`src/rtl/des_dec_if.sv`:
```
// Handshake and datapath bundle between the DES decrypt round sequencer and
// its environment: request/operands in, round-function loop, result out.
interface des_dec_if;
  logic        start;
  logic [31:0] L_in;
  logic [31:0] R_in;
  logic [27:0] C0;
  logic [27:0] D0;
  logic [31:0] L_o;
  logic [31:0] R_o;
  logic [31:0] L_i;
  logic [31:0] R_i;
  logic [55:0] Key_cd;
  logic [3:0]  round_num;
  logic        busy;
  logic        done;
  logic [63:0] data_o;

  modport master (
    output start, L_in, R_in, C0, D0, L_o, R_o,
    input  L_i, R_i, Key_cd, round_num, busy, done, data_o
  );

  modport slave (
    input  start, L_in, R_in, C0, D0, L_o, R_o,
    output L_i, R_i, Key_cd, round_num, busy, done, data_o
  );
endinterface

```
`src/rtl/des_dec_ctrl.sv`:
```
// DES decryption round sequencer: loads IP(ciphertext) and PC-1(key), steps the
// external round function 16 times with a right-rotating key, returns {R16,L16}.
module des_dec_ctrl (
  input  logic      clk,
  input  logic      reset,
  des_dec_if.slave  bus
);

  typedef enum logic [1:0] {
    S_IDLE,
    S_ROUND,
    S_DONE
  } state_t;

  state_t      state, state_nxt;
  logic [31:0] l_q, l_nxt;
  logic [31:0] r_q, r_nxt;
  logic [27:0] c_q, c_nxt;
  logic [27:0] d_q, d_nxt;
  logic [3:0]  round_q, round_nxt;
  logic        busy_q, busy_nxt;
  logic        done_q, done_nxt;
  logic [63:0] data_q, data_nxt;
  logic        rot_two;

  // Rotation into decrypt round n+2 undoes the encrypt left shift of round 15-n:
  // single-bit steps happen only when leaving rounds 1, 8 and 15.
  assign rot_two = !((round_q == 4'd0) || (round_q == 4'd7) || (round_q == 4'd14));

  function automatic logic [27:0] rotr28(input logic [27:0] x, input logic two);
    return two ? {x[1:0], x[27:2]} : {x[0], x[27:1]};
  endfunction

  // NOTE: every variable gets its hold/default value before the case so no
  // path through this block leaves one unassigned and infers a latch.
  always_comb begin
    state_nxt = state;
    l_nxt     = l_q;
    r_nxt     = r_q;
    c_nxt     = c_q;
    d_nxt     = d_q;
    round_nxt = round_q;
    busy_nxt  = busy_q;
    done_nxt  = 1'b0;
    data_nxt  = data_q;

    case (state)
      S_IDLE: begin
        if (bus.start) begin
          l_nxt     = bus.L_in;
          r_nxt     = bus.R_in;
          c_nxt     = bus.C0;
          d_nxt     = bus.D0;
          round_nxt = 4'd0;
          busy_nxt  = 1'b1;
          state_nxt = S_ROUND;
        end
      end
      S_ROUND: begin
        if (round_q == 4'd15) begin
          // Round 16 result is swapped on capture; round inputs stay frozen.
          data_nxt  = {bus.R_o, bus.L_o};
          busy_nxt  = 1'b0;
          done_nxt  = 1'b1;
          state_nxt = S_DONE;
        end else begin
          l_nxt     = bus.L_o;
          r_nxt     = bus.R_o;
          c_nxt     = rotr28(c_q, rot_two);
          d_nxt     = rotr28(d_q, rot_two);
          round_nxt = round_q + 4'd1;
        end
      end
      S_DONE: begin
        state_nxt = S_IDLE;
      end
      default: begin
        state_nxt = S_IDLE;
      end
    endcase
  end

  // NOTE: state is updated with non-blocking assignments so every register
  // samples the pre-edge values regardless of statement order.
  always_ff @(posedge clk or posedge reset) begin
    if (reset) begin
      state   <= S_IDLE;
      l_q     <= '0;
      r_q     <= '0;
      c_q     <= '0;
      d_q     <= '0;
      round_q <= '0;
      busy_q  <= 1'b0;
      done_q  <= 1'b0;
      data_q  <= '0;
    end else begin
      state   <= state_nxt;
      l_q     <= l_nxt;
      r_q     <= r_nxt;
      c_q     <= c_nxt;
      d_q     <= d_nxt;
      round_q <= round_nxt;
      busy_q  <= busy_nxt;
      done_q  <= done_nxt;
      data_q  <= data_nxt;
    end
  end

  assign bus.L_i       = l_q;
  assign bus.R_i       = r_q;
  assign bus.Key_cd    = {c_q, d_q};
  assign bus.round_num = round_q;
  assign bus.busy      = busy_q;
  assign bus.done      = done_q;
  assign bus.data_o    = data_q;

endmodule

```
`src/flat_wrapper.sv`:
```
// flat-port wrapper written by rule: the top's interface ports become plain ports
module des_dec_ctrl_flat 
  (clk, reset, bus_start, bus_L_in, bus_R_in, bus_C0, bus_D0, bus_L_o, bus_R_o, bus_L_i, bus_R_i, bus_Key_cd, bus_round_num, bus_busy, bus_done, bus_data_o);
  des_dec_if bus_i ();
  input  logic clk;
  input  logic reset;
  input wire logic [$bits(bus_i.start)-1:0] bus_start;
  input wire logic [$bits(bus_i.L_in)-1:0] bus_L_in;
  input wire logic [$bits(bus_i.R_in)-1:0] bus_R_in;
  input wire logic [$bits(bus_i.C0)-1:0] bus_C0;
  input wire logic [$bits(bus_i.D0)-1:0] bus_D0;
  input wire logic [$bits(bus_i.L_o)-1:0] bus_L_o;
  input wire logic [$bits(bus_i.R_o)-1:0] bus_R_o;
  output wire logic [$bits(bus_i.L_i)-1:0] bus_L_i;
  output wire logic [$bits(bus_i.R_i)-1:0] bus_R_i;
  output wire logic [$bits(bus_i.Key_cd)-1:0] bus_Key_cd;
  output wire logic [$bits(bus_i.round_num)-1:0] bus_round_num;
  output wire logic [$bits(bus_i.busy)-1:0] bus_busy;
  output wire logic [$bits(bus_i.done)-1:0] bus_done;
  output wire logic [$bits(bus_i.data_o)-1:0] bus_data_o;
  assign bus_i.start = bus_start;
  assign bus_i.L_in = bus_L_in;
  assign bus_i.R_in = bus_R_in;
  assign bus_i.C0 = bus_C0;
  assign bus_i.D0 = bus_D0;
  assign bus_i.L_o = bus_L_o;
  assign bus_i.R_o = bus_R_o;
  assign bus_L_i = bus_i.L_i;
  assign bus_R_i = bus_i.R_i;
  assign bus_Key_cd = bus_i.Key_cd;
  assign bus_round_num = bus_i.round_num;
  assign bus_busy = bus_i.busy;
  assign bus_done = bus_i.done;
  assign bus_data_o = bus_i.data_o;
  des_dec_ctrl u_core (.clk(clk), .reset(reset), .bus(bus_i));
endmodule
```
`config.mk`:
```
export PLATFORM = sky130hd
export DESIGN_NAME = des_dec_ctrl_flat
export DESIGN_NICKNAME = d
export VERILOG_FILES = /design/src/rtl/des_dec_if.sv /design/src/rtl/des_dec_ctrl.sv /design/src/flat_wrapper.sv
export SDC_FILE = /design/constraint.sdc
export NUM_CORES = 1
export LEC_CHECK = 0
export ABC_AREA = 1
export CAP_MARGIN = 15
export CORE_UTILIZATION = 43
export DETAILED_ROUTE_END_ITERATION = 8
export PLACE_DENSITY_LB_ADDON = 0.25
export SLEW_MARGIN = 20
export SYNTH_ARGS = -nofsm -noshare
export SYNTH_HDL_FRONTEND = slang
export SYNTH_SLANG_ARGS = --single-unit
export TNS_END_PERCENT = 5
```
`constraint.sdc`:
```
create_clock -name clk -period 8.6 [get_ports clk]
set_input_delay 2.15 -clock clk [delete_from_list [all_inputs] [get_ports clk]]
set_output_delay 2.15 -clock clk [all_outputs]
set_load 0.005 [all_outputs]
```
==> results of run 1 <==
layout make-up:
cell class	instances	area share, %
sequential	192	36.1
tap	270	2.54
timing repair buffer	384	28.7
inverter	68	1.98
clock inverter	15	1.40
multi-input combinational	818	26.0
clock buffer	17	3.20
cell usage in the layout (no fill, tap or decap), drive strengths merged:
cell           synthesis  routed
buf                   52       8
nand4                  1       1
a21oi                  3       3
a31oi                 64      64
nand3                120     120
o21ai                  2       2
nor2                  71      71
nand2                551     551
dfrtp                192     192
bufinv                 0       1
nor3                   2       2
clkinv                 0       5
clkdlybuf4s50          0     376
inv                   68      76
ha                     3       3
clkbuf                20      17
clkinvlp               0       1
a22oi                  1       1
worst min path at each step:
stage / startpoint / slack (ns) / endpoint / cells after the start
2_1_floorplan: u_core.bus.busy / 0.47 / u_core.bus.busy / 2
3_3_place_gp: u_core.bus.data_o[20] / 0.45 / u_core.bus.data_o[20] / 2
3_5_place_dp: u_core.bus.data_o[52] / 0.46 / u_core.bus.data_o[52] / 2
4_1_cts: u_core.bus.data_o[52] / 0.48 / u_core.bus.data_o[52] / 2
5_1_grt: u_core.bus.data_o[52] / 0.49 / u_core.bus.data_o[52] / 2
6_report: u_core.bus.data_o[52] / 0.47 / u_core.bus.data_o[52] / 2
logic make-up after synthesis:
logic type      synth area share, %
compound gates                 4.85
fa+ha+maj                     0.420
flops                          53.8
buf+inv                        7.79
simple gates                   33.2
metal layers:
layer  global-route usage, %  wire length, um  up-vias  part of all wire (%)
met5                       0               13        -                 0.045
met4                    12.4             1110        2                   3.9
met3                    7.78             2470       66                   8.6
met1                    32.8            11300     4174                    39
li1                        -                -     4285                     -
met2                    45.1            13900      366                    48
synthesized netlist by cell type:
library cell and instances:
nor2_1 71, buf_2 28, a21oi_1 3, nand3_2 1, inv_2 4, nand4_1 1
nand3_1 119, dfrtp_1 192, buf_4 12, nand2_1 548, clkbuf_1 20, buf_6 12
ha_1 3, o21ai_0 2, a31oi_1 64, inv_1 64, a22oi_1 1, nand2_2 3
nor3_1 2
power breakdown:
part / total [mW] / internal (mW) / leakage (nW) / switching, mW
Combinational: 2.63 / 1.31 / 3.70 / 1.32
Clock: 0.827 / 0.421 / 0.297 / 0.406
Sequential: 1.69 / 1.39 / 2.25 / 0.306
Total: 5.15 / 3.12 / 6.25 / 2.03
through the flow:
| stage | hold slack, ns | cells |
|---|---|---|
| 2_1_floorplan | 0.465 | 1150 |
| 3_3_place_gp | 0.453 | 1732 |
| 3_5_place_dp | 0.457 | 1732 |
| 4_1_cts | 0.475 | 1764 |
| 5_1_grt | 0.485 | 1764 |
| 6_report | 0.471 | 1764 |
state kept, by name, indices dropped and copies added, names as in the netlist:
| register | count |
|---|---|
| u_core.bus.L_i | 32 |
| u_core.d_q | 28 |
| u_core.state | 2 |
| u_core.bus.R_i | 32 |
| u_core.c_q | 28 |
| u_core.bus.done | 1 |
| u_core.bus.round_num | 4 |
| u_core.bus.data_o | 64 |
| u_core.bus.busy | 1 |
worst max-delay path, cell delays in order:
cell and delay, ns:
clkdlybuf4s50_1 0.39, nand2_1 0.16, nand2_4 0.35, inv_2 0.88
nand2_1 0.15, nand3_1 0.13
==> impl_metrics.py, run 1 <==
metrics = {
    "synth": {
        "synth_area_um2": 8930,
        "synth_top_area_share_pct": 53.8,
        "syn_inst": 1150,
        "syn_avg_cell_area_um2": 7.77,
        "synth_top_area_cell": "dfrtp_1",
        "synth_cell_types": 19,
        "ys_ff_latch": 192,
        "synth.area.top_cells": "dfrtp_1, nand2_1, nand3_1",
        "ys_seq_area_share_pct": 53.8,
        "yosysWarnings": 0,
        "syn_nets": 1340,
    },
    "timing": {
        "rsz0062_at_grt": "no",
        "slew_violations": 0,
        "tightestPinTransition_ns": 1.02,
        "fmax_mhz": 257,
        "min_period_over_period_pct": 45.3,
        "setup_viol": 0,
        "layout_setup_ws_ns": 4.71,
        "hold_viol_final": 0,
        "max_slew_margin_pct": 32.1,
        "period_minus_slack_ns": 3.89,
        "fin_setup_tns_ns": 0,
        "fin_skew_ns": 0.0159,
    },
    "global_route": {
        "antenna_found_initial": 1,
        "grt_pass1_vias": 8649,
        "grt_pass1_wl_um": 45500,
        "grtUsageTotal_pct": 27.2,
        "gr-total-overflow": 0,
        "grt_max_degree": 135,
    },
    "routing": {
        "vias": 8893,
        "drtIter0Drc": 524,
        "dr.pass1.iters": 5,
        "wl_per_cell_um": 16.3,
        "ant_nets": 0,
        "drc": 0,
        "viasPerCell": 5.04,
        "drt-total-wl_um": 28700,
    },
    "clock_tree": {
        "clk-insertion-delay-late_ns": 0.45,
        "ctsResizeCount": 0,
        "cts_root_buf": "clkbuf_16",
        "cts_sinks": 192,
        "clk_pin_slew_ns": 0.07,
        "postCtsSetupBuffers": 0,
        "cts_htree_levels": 4,
        "cts_max_path_buffers": 2,
        "cts_inserted_buffers": 17,
        "ctsHoldBuffers": 0,
        "cts_tree": "yes",
    },
    "place": {
        "gp_congestion": 0.845,
        "post_dp_cell_area_um2": 12700,
        "pre_cts_ws_ns": 4.25,
        "post-dp-hpwl_um": 19300,
        "portBuffers": 376,
    },
    "final_layout": {
        "drive_gt1_share_pct": 3.41,
        "regArea_um2": 4800,
        "antennaDiodeCount": 0,
        "fin_area_um2": 13300,
        "fillers": 1758,
        "area_delta_synth_final_pct": 48.9,
        "final_util_pct": 65.5,
        "final_nets": 1671,
        "multi_input_area_um2": 3460,
    },
    "critical_path": {
        "path_max_fanout": 57,
        "r2r_end": "u_core.d_q[2]",
        "rrSetupSlack_ns": 5.69,
        "critPathRequiredTime_ns": 8.97,
        "worstPathArrival_ns": 4.26,
        "reg2reg_depth": 8,
        "worstSetupStartpoint": "bus_start",
        "reg2reg_from": "u_core.state[0]",
        "endpoint": "u_core.d_q[2]",
        "startpoint_type": "input port",
        "cp-end-kind": "register",
        "crit_type": "in2reg",
    },
    "floorplanning": {
        "rows": 52,
        "die_w_um": 146,
        "die_h_um": 146,
        "die_area_um2": 21400,
        "core_area_um2": 20300,
        "pin_count": 377,
        "start_util_pct": 44.0,
    },
    "power": {
        "max-vdd-ir-drop_uv": 190,
        "power.leakage_nw": 6.25,
        "power_mw": 5.15,
        "p_per_area_nw_per_um2": 387,
    },
    "flow_run": {
        "maxCapViolations": 0,
    },
    "min_path": {
        "hold_path.class": "reg2reg",
    },
    "status": {
        "status": "finished, final reports clean",
    },
}
(Power assumes the default switching activity.)
==> inputs of run 2 (changes only) <==
--- a/config.mk
+++ b/config.mk
@@ -7,7 +7,7 @@
 export LEC_CHECK = 0
 export ABC_AREA = 1
 export CAP_MARGIN = 15
-export CORE_UTILIZATION = 43
+export CORE_UTILIZATION = 39
 export DETAILED_ROUTE_END_ITERATION = 8
 export PLACE_DENSITY_LB_ADDON = 0.25
 export SLEW_MARGIN = 20
==> constraint.sdc (replaced) <==
create_clock -name clk -period 3.2 [get_ports clk]
set_input_delay 0.8 -clock clk [delete_from_list [all_inputs] [get_ports clk]]
set_output_delay 0.8 -clock clk [all_outputs]
set_load 0.005 [all_outputs]
==> run 2 against run 1 <==
Worst setup slack worse by 3.8 ns. Critical path depth is 5 lower. Largest power group unchanged. Largest cell class unchanged. Clock power grew to 2.8 times the previous value. Final area is 0.58% higher. Die area is 10% higher. Via count is 1.6% lower. Clock skew is 0.00068 ns higher. Final cell count is 1.0% higher. Sequential share of layout area is 0.21 points lower. Sequential cell count stayed put. Total power grew to 2.7 times the previous value.
==> impl_metrics.py, run 2 (synthesis gave the netlist of run 1 again) <==
metrics = {
    "routing": {
        "drt-total-wl_um": 28100,
        "wl_per_cell_um": 15.8,
        "drc": 0,
        "viasPerCell": 4.91,
        "drtIter0Drc": 456,
        "dr.pass1.iters": 5,
        "ant_nets": 0,
        "vias": 8750,
    },
    "final_layout": {
        "layout_common_cells": "nand2_1, clkdlybuf4s50_1, dfrtp_1, nand3_1, nor2_1",
        "drive_gt1_share_pct": 3.48,
        "final_common_cell": "nand2_1",
        "final_nets": 1673,
        "area_delta_synth_final_pct": 49.7,
        "fillers": 2040,
        "largest_register_ff_count": 64,
        "final_util_pct": 59.3,
    },
    "critical_path": {
        "r2r_end": "u_core.c_q[23]",
        "worstSetupStartpoint": "u_core.bus.round_num[2]",
        "reg2reg_from": "u_core.bus.round_num[1]",
        "cp-end-kind": "primary output",
        "cp_num_cells": 1,
        "critPathRequiredTime_ns": 2.40,
        "worstPathArrival_ns": 1.53,
        "crit_chain": "clkdlybuf4s50_1",
        "crit_type": "reg2out",
        "rrSetupSlack_ns": 1.03,
        "cp_top_family": "buffers and inverters",
        "reg2reg_depth": 7,
        "crit_slowest_cell": "clkdlybuf4s50_1",
        "startpoint_type": "register",
        "path_buf_inv": 1,
        "path_max_fanout": 9,
        "critPathMaxStageDelay_ns": 0.59,
    },
    "min_path": {
        "min_path_cells": 2,
        "holdCritStartpoint": "u_core.bus.data_o[29]",
        "hold_path.class": "reg2reg",
        "min_to": "u_core.bus.data_o[29]",
    },
    "floorplanning": {
        "rows": 55,
        "die_area_um2": 23500,
        "core_area_um2": 22600,
        "die_h_um": 153,
        "die_w_um": 153,
        "start_util_pct": 39.6,
        "pin_count": 377,
    },
    "power": {
        "power.leakage_nw": 6.27,
        "switching_share_pct": 38.8,
        "pwr-share-clk_pct": 16.5,
        "p_seq_share_pct": 32.9,
        "p_int_mw": 8.47,
        "max-vdd-ir-drop_uv": 453,
        "combinationalPowerShare_pct": 50.6,
        "p_per_area_nw_per_um2": 1030,
        "p_sw_mw": 5.36,
    },
    "timing": {
        "hold_viol_final": 0,
        "fmax_mhz": 430,
        "fin_skew_ns": 0.0166,
        "rsz0062_at_grt": "no",
        "max_slew_margin_pct": 34.5,
        "slew_violations": 0,
        "min_period_over_period_pct": 72.7,
        "setup_viol": 0,
        "period_minus_slack_ns": 2.33,
        "timing.hold.ws_ns": 0.470,
        "tightestPinTransition_ns": 0.981,
    },
    "clock_tree": {
        "cts_max_path_buffers": 2,
        "cts_tree": "yes",
        "ctsResizeCount": 0,
        "clk_pin_slew_ns": 0.07,
        "cts_inserted_buffers": 17,
        "clk-insertion-delay-late_ns": 0.44,
        "cts_root_buf": "clkbuf_16",
        "postCtsSetupBuffers": 0,
        "ctsHoldBuffers": 0,
        "cts_htree_levels": 4,
        "cts_sinks": 192,
    },
    "flow_run": {
        "maxCapViolations": 0,
    },
    "global_route": {
        "grt_max_degree": 135,
        "grtUsageTotal_pct": 24.4,
        "antenna_found_initial": 1,
        "grt_pass1_wl_um": 45200,
        "grt_pass1_vias": 8443,
        "gr-total-overflow": 0,
    },
    "place": {
        "gp_congestion": 0.823,
        "post-dp-hpwl_um": 18700,
        "portBuffers": 376,
    },
    "status": {
        "status": "finished, final reports clean",
    },
}
## run 2: cell types whose count changed in the layout (fill, tap and decap cells not counted), sizes merged
cell | previous run | this run
buf | 8 | 10
clkbuf | 17 | 18
clkinv | 5 | 7
bufinv | 1 | 2
inv | 76 | 72
diode | 0 | 1
## run 2: routing by layer
metal	global-route usage [%]	share of wire, %
met1	30.3	41
met2	39.5	47
met3	7.68	8.5
met4	10.0	3.1
met5	0	0
## run 2: cell type report
| class | count | area [um2] | share of cell area, % |
|---|---|---|---|
| well taps | 285 | 357 | 2.67 |
| inverters | 68 | 259 | 1.94 |
| clock buffers | 18 | 429 | 3.21 |
| diodes | 1 | 2.50 | 0.0187 |
| multi-input cells | 818 | 3450 | 25.8 |
| repair buffers | 386 | 3880 | 29.0 |
| clock inverters | 14 | 198 | 1.48 |
| flip-flops and latches | 192 | 4800 | 35.9 |
## run 2: worst max path at each step
stage | end | slack [ns]
2_1_floorplan | u_core.bus.L_i[0] | -0.08
4_1_cts | bus_round_num[2] | 0.85
6_report | bus_round_num[2] | 0.87
3_5_place_dp | u_core.c_q[23] | 0.65
5_1_grt | bus_round_num[2] | 0.80
3_3_place_gp | u_core.d_q[16] | 0.73
## run 2: per-stage QoR
stage	setup WS [ns]	cells	power, mW	setup TNS (ns)	instance area [um2]
after floorplan	-0.0764	1150	8.13	-14.68	8940
after global placement	0.734	1749	11.5	0	12700
after detailed placement	0.646	1749	11.6	0	12700
after CTS	0.846	1781	14.0	0	13400
after global routing	0.803	1782	15.0	0	13400
final	0.873	1782	13.8	0	13400
## run 2: power groups by stage
| stage | registers, mW | logic [mW] | clock network [mW] |
|---|---|---|---|
| 2_1_floorplan | 4.58 | 3.55 | 0 |
| 4_1_cts | 4.55 | 7.10 | 2.33 |
| 3_5_place_dp | 4.57 | 7.08 | 0 |
| 6_report | 4.55 | 7.00 | 2.29 |
| 3_3_place_gp | 4.54 | 6.95 | 0 |
| 5_1_grt | 4.71 | 7.82 | 2.43 |
